## src/rtl/bsg_manycore_io_responder.sv

```systemverilog
// Host-side responder for manycore IO requests: scratch registers, host events, response FIFO.
// Define BSG_IO_RESPONDER_CYCLE_CTR_EN to map a free-running 64-bit cycle counter at 'h103.
//
// state    | meaning
// RUN      | normal operation, event stores fire their pulses
// FINISHED | finish seen; event stores are acked silently until reset
module bsg_manycore_io_responder #(
  parameter int addr_width_p   = 28,
  parameter int data_width_p   = 32,
  parameter int x_cord_width_p = 7,
  parameter int y_cord_width_p = 7,
  parameter int resp_els_p     = 4
) (
  input  logic                      clk_i,
  input  logic                      reset_n_i,
  input  logic                      req_v_i,
  output logic                      req_ready_o,
  input  logic [1:0]                req_op_i,
  input  logic [addr_width_p-1:0]   req_addr_i,
  input  logic [data_width_p-1:0]   req_data_i,
  input  logic [4:0]                req_reg_id_i,
  input  logic [x_cord_width_p-1:0] req_src_x_i,
  input  logic [y_cord_width_p-1:0] req_src_y_i,
  output logic                      resp_v_o,
  input  logic                      resp_ready_i,
  output logic                      resp_type_o,
  output logic [data_width_p-1:0]   resp_data_o,
  output logic [4:0]                resp_reg_id_o,
  output logic [x_cord_width_p-1:0] resp_dst_x_o,
  output logic [y_cord_width_p-1:0] resp_dst_y_o,
  output logic                      print_stat_v_o,
  output logic [data_width_p-1:0]   print_stat_tag_o,
  output logic                      putchar_v_o,
  output logic [7:0]                putchar_o,
  output logic                      finish_o,
  output logic [data_width_p-1:0]   finish_code_o,
  output logic [15:0]               err_cnt_o
);
  localparam int ptr_w_lp = (resp_els_p > 1) ? $clog2(resp_els_p) : 1;
  localparam int cnt_w_lp = $clog2(resp_els_p + 1);
  localparam logic [data_width_p-1:0] bad_data_lp = data_width_p'(32'hDEAD_BEEF);

  typedef enum logic {RUN = 1'b0, FINISHED = 1'b1} state_e;

  typedef struct packed {
    logic                      rtype;
    logic [data_width_p-1:0]   data;
    logic [4:0]                reg_id;
    logic [x_cord_width_p-1:0] dst_x;
    logic [y_cord_width_p-1:0] dst_y;
  } resp_s;

  state_e                       state_r, state_n;
  resp_s                        mem_r [resp_els_p];
  resp_s                        enq_data, head;
  logic [ptr_w_lp-1:0]          wr_ptr_r, rd_ptr_r;
  logic [cnt_w_lp-1:0]          cnt_r, cnt_n;
  logic [7:0][data_width_p-1:0] scratch_r;
  logic                         accept, deq;
  logic                         is_scratch, is_ps, is_fin, is_pc;
  logic                         scratch_we, ps_fire, fin_fire, pc_fire, err;

`ifdef BSG_IO_RESPONDER_CYCLE_CTR_EN
  logic [63:0] ctr_r;
  always_ff @(posedge clk_i) begin
    if (!reset_n_i) ctr_r <= '0;
    else            ctr_r <= ctr_r + 64'd1;
  end
`endif

  function automatic logic [ptr_w_lp-1:0] ptr_inc(input logic [ptr_w_lp-1:0] p);
    return (p == ptr_w_lp'(resp_els_p - 1)) ? '0 : p + ptr_w_lp'(1);
  endfunction

  assign accept     = req_v_i & req_ready_o;
  assign resp_v_o   = (cnt_r != '0);
  assign deq        = resp_v_o & resp_ready_i;
  assign cnt_n      = cnt_r + cnt_w_lp'(accept) - cnt_w_lp'(deq);
  assign is_scratch = (req_addr_i < addr_width_p'(8));
  assign is_ps      = (req_addr_i == addr_width_p'('h100));
  assign is_fin     = (req_addr_i == addr_width_p'('h101));
  assign is_pc      = (req_addr_i == addr_width_p'('h102));

  always_comb begin
    enq_data        = '0;
    enq_data.reg_id = req_reg_id_i;
    enq_data.dst_x  = req_src_x_i;
    enq_data.dst_y  = req_src_y_i;
    scratch_we      = 1'b0;
    ps_fire         = 1'b0;
    fin_fire        = 1'b0;
    pc_fire         = 1'b0;
    err             = 1'b0;
    state_n         = state_r;
    case (req_op_i)
      2'd0: begin
        enq_data.rtype = 1'b1;
        if (is_scratch) enq_data.data = scratch_r[req_addr_i[2:0]];
`ifdef BSG_IO_RESPONDER_CYCLE_CTR_EN
        else if (req_addr_i == addr_width_p'('h103)) enq_data.data = ctr_r[data_width_p-1:0];
`endif
        else begin
          enq_data.data = bad_data_lp;
          err           = 1'b1;
        end
      end
      2'd1: begin
        // event stores are silently absorbed once finished
        if (is_scratch)  scratch_we = 1'b1;
        else if (is_ps)  ps_fire    = (state_r == RUN);
        else if (is_fin) fin_fire   = (state_r == RUN);
        else if (is_pc)  pc_fire    = (state_r == RUN);
        else             err        = 1'b1;
      end
      default: err = 1'b1;
    endcase
    if (accept && fin_fire) state_n = FINISHED;
  end

  always_ff @(posedge clk_i) begin
    if (!reset_n_i) state_r <= RUN;
    else            state_r <= state_n;
  end

  always_ff @(posedge clk_i) begin
    if (accept) mem_r[wr_ptr_r] <= enq_data;
  end

  always_ff @(posedge clk_i) begin
    if (!reset_n_i) begin
      wr_ptr_r         <= '0;
      rd_ptr_r         <= '0;
      cnt_r            <= '0;
      req_ready_o      <= 1'b1;
      scratch_r        <= '0;
      print_stat_v_o   <= 1'b0;
      print_stat_tag_o <= '0;
      putchar_v_o      <= 1'b0;
      putchar_o        <= '0;
      finish_code_o    <= '0;
      err_cnt_o        <= '0;
    end else begin
      if (accept) wr_ptr_r <= ptr_inc(wr_ptr_r);
      if (deq)    rd_ptr_r <= ptr_inc(rd_ptr_r);
      cnt_r          <= cnt_n;
      req_ready_o    <= (cnt_n != cnt_w_lp'(resp_els_p));
      print_stat_v_o <= accept & ps_fire;
      putchar_v_o    <= accept & pc_fire;
      if (accept && scratch_we) scratch_r[req_addr_i[2:0]] <= req_data_i;
      if (accept && ps_fire)    print_stat_tag_o <= req_data_i;
      if (accept && pc_fire)    putchar_o <= req_data_i[7:0];
      if (accept && fin_fire)   finish_code_o <= req_data_i;
      if (accept && err && (err_cnt_o != 16'hFFFF)) err_cnt_o <= err_cnt_o + 16'd1;
    end
  end

  assign finish_o      = (state_r == FINISHED);
  assign head          = resp_v_o ? mem_r[rd_ptr_r] : '0;
  assign resp_type_o   = head.rtype;
  assign resp_data_o   = head.data;
  assign resp_reg_id_o = head.reg_id;
  assign resp_dst_x_o  = head.dst_x;
  assign resp_dst_y_o  = head.dst_y;
endmodule

```

## config.mk

```make
export PLATFORM = sky130hd
export DESIGN_NAME = bsg_manycore_io_responder
export DESIGN_NICKNAME = d
export VERILOG_FILES = /design/src/rtl/bsg_manycore_io_responder.sv
export SDC_FILE = /design/constraint.sdc
export NUM_CORES = 1
export LEC_CHECK = 0
export BUFFER_PORTS_ARGS = -buffer_cell sky130_fd_sc_hd__buf_2
export CAP_MARGIN = 10
export CORE_ASPECT_RATIO = 2
export CORE_MARGIN = 4
export CORE_UTILIZATION = 60
export CTS_BUF_LIST = sky130_fd_sc_hd__clkbuf_8
export CTS_CLUSTER_DIAMETER = 100
export DETAILED_ROUTE_END_ITERATION = 10
export GPL_ROUTABILITY_DRIVEN = 0
export HOLD_SLACK_MARGIN = 0.1
export PLACE_DENSITY = 0.81
export SLEW_MARGIN = 30
export SYNTH_ARGS = -nofsm -noshare
export SYNTH_HDL_FRONTEND = slang
export SYNTH_SLANG_ARGS = --single-unit
```

## constraint.sdc

```tcl
create_clock -name clk_i -period 3.5 [get_ports clk_i]
set_input_delay 1.05 -clock clk_i [delete_from_list [all_inputs] [get_ports clk_i]]
set_output_delay 1.05 -clock clk_i [all_outputs]
set_load 0.01 [all_outputs]
```

==> results.json <==
{
  "synth_top_cell_by_area": "dfxtp_1",
  "whs_ns": 0.449,
  "dr.pass1.iters": 7,
  "routedWlPerCell_um": 20.7,
  "rsz0062_at_grt": "false",
  "clk-insertion-delay-late_ns": 0.63,
  "grt_util_met1_pct": 30.6,
  "cts_resized": 0,
  "fmax_mhz": 308,
  "drt_iter0_drc": 1172,
  "synth_ff_type": "dfxtp_1",
  "synthDistinctLibCells": 45,
  "irDropWorstVdd_mv": 0.344,
  "min_path_type": "reg2reg",
  "final_antenna_net_count": 0,
  "syn_nets": 2205,
  "row_count": 101,
  "final_cell_mix": "498 x nand2_1, 355 x dfxtp_1, 232 x a21oi_1",
  "grt_antenna_before_repair": 1,
  "clkSinkCount": 565,
  "ctsHoldBuffers": 0,
  "synth_area_leaders": "dfxtp_1 31%, edfxtp_1 27%, mux4_2 11%, nand2_1 8.2%, a21oi_1 5.1%",
  "grt_pass1_wl_mm": 90.6,
  "fin_nets": 2361,
  "areaGrowthSynthToFinish_pct": 13.8,
  "p_per_area_nw_per_um2": 553,
  "grt_pass1_vias": 17400,
  "period_needed_ns": 3.25,
  "pin_count": 230,
  "setup_tns_ns": 0,
  "vias_per_cell": 6.08,
  "grt_use_met3_pct": 4.23,
  "critPathMaxFanout": 17,
  "syn_avg_cell_area_um2": 10.9,
  "root_buffer": "clkbuf_8",
  "worst_slew_pin_slew_ns": 0.814,
  "h-tree-depth": 3,
  "p_leak_nw": 9.32,
  "vias": 17000,
  "top_usage_layer": "met2",
  "synth-edff-count": 208,
  "start_util_pct": 60.5,
  "synth_seq_area_share_pct": 58.4,
  "fin_crit_sh_pct": 92.8,
  "gr-usage-met2_pct": 50.4,
  "portBuffers": 229,
  "grt_use_total_pct": 27.4,
  "startpoint_type": "register",
  "power_mw": 14.4,
  "ys_async_sr_fraction_pct": 0,
  "synth_cells": 2111,
  "critPathArrivalTime_ns": 2.20,
  "design_area_um2": 26100,
  "yosys_warnings": 0,
  "crit_required_ns": 2.45,
  "drc": 0,
  "syn_area_um2": 22900,
  "skew_ns": 0.0251,
  "dieArea_um2": 41600,
  "mostFrequentLayoutCell": "nand2_1",
  "finalHoldViolCount": 0,
  "path_class": "reg2out",
  "layout-drive-gt1-share_pct": 23.0,
  "die_h_um": 284,
  "dp_hpwl_mm": 36.5,
  "synth_top_area_share_pct": 31.2,
  "status": "finished clean",
  "clkTransAtPathRegs_ns": 0.06,
  "drv_slew": 0,
  "core-area_um2": 37900,
  "cts_tree": "built",
  "setup_viol": 0,
  "grt_max_degree": 154,
  "worst_setup_path_end_kind": "output pin",
  "drt-total-wl_mm": 57.6,
  "clockBufferDepth": 3,
  "dpl_cell_area_um2": 24500,
  "place_ws_ns": 0.205,
  "fp.dieW_um": 146,
  "slew_headroom_pct": 45.7,
  "drv_cap": 0,
  "synth_seq_cells": 565,
  "layout_setup_ws_ns": 0.252,
  "numCtsBuffers": 76,
  "gr-total-overflow": 0
}
-- repair_timing --
item / CTS / global route
setup endpoints to repair: 0 / 13
setup buffers: 0 / 6
endpoints found under the hold margin: 0 / 0
-- flip-flops by register name, summed over array words and instances, names as in the netlist, 2 cells and up, named ones only --
register          flops
scratch_r           256
mem_r               208
finish_code_o        32
print_stat_tag_o     32
err_cnt_o            16
putchar_o             8
cnt_r                 3
rd_ptr_r              2
wr_ptr_r              2
-- per-layer routing --
layer / share of wire [%] / routed length, µm
met5: 0 / 0
met4: 4.0 / 2320
met3: 6.5 / 3740
met2: 54 / 31400
met1: 35 / 20200
-- per-stage QoR --
stage,std cells,utilization [%]
after floorplan,2111,-
after global placement,2646,64.7
after detailed placement,2646,64.7
after CTS,2780,68.7
after global routing,2787,68.8
final,2787,68.8
-- area by class of cell --
class / instances / area (µm²)
Clock inverter: 39 / 194
Tap cell: 463 / 579
Fill cell: 2736 / 11800
Multi-Input combinational cell: 1336 / 8770
Sequential cell: 565 / 13400
Timing Repair Buffer: 276 / 1780
Clock buffer: 95 / 1310
Antenna cell: 1 / 2.50
Inverter: 12 / 50.0
-- power breakdown --
part / internal, mW / leakage [nW] / switching, mW
Clock: 2.52 / 0.868 / 2.39
Combinational: 0.987 / 3.62 / 1.25
Sequential: 7.17 / 4.82 / 0.123
Total: 10.7 / 9.32 / 3.76
-- critical path, stage by stage (launching register included) --
cell and delay (ns):
dfxtp_4 0.47, buf_12 0.22, mux4_2 0.52, and2_1 0.22, buf_2 0.16
-- final timing paths --
kind | start | to | slack [ns] | depth (start not counted)
min | scratch_r[250] | scratch_r[250] | 0.45 | 2
min reg2reg | scratch_r[250] | scratch_r[250] | 0.45 | 2
max | register | resp_data_o[3] | 0.25 | 4
max reg2reg | cnt_r[1] | req_ready_o | 0.67 | 13
-- synthesized netlist by cell type (23+ instances only) --
cell type and n:
dfxtp_1 357, a21oi_1 232, and2_1 55, nand2_1 498, nand3_1 137, buf_2 23, mux2i_1 41, mux4_2 116
edfxtp_1 208, clkbuf_1 154, o21ai_0 120, nor2_1 24
-- logic make-up (layout without fill, tap and decap cells) --
logic type | Yosys count | count (layout) | synth area share, %
multiplexers | 157 | 157 | 13.2
flip-flops | 565 | 565 | 58.4
adder cells (fa/ha/maj) | 9 | 9 | 0.524
AND/OR/NAND/NOR | 787 | 787 | 15.6
AO/OA/AOI/OAI | 381 | 381 | 8.58
XOR/XNOR | 2 | 2 | 0.0764
other | 0 | 1 | 0
buffers and inverters | 210 | 422 | 3.60
No activity file was read; power rests on OpenSTA's default activity.
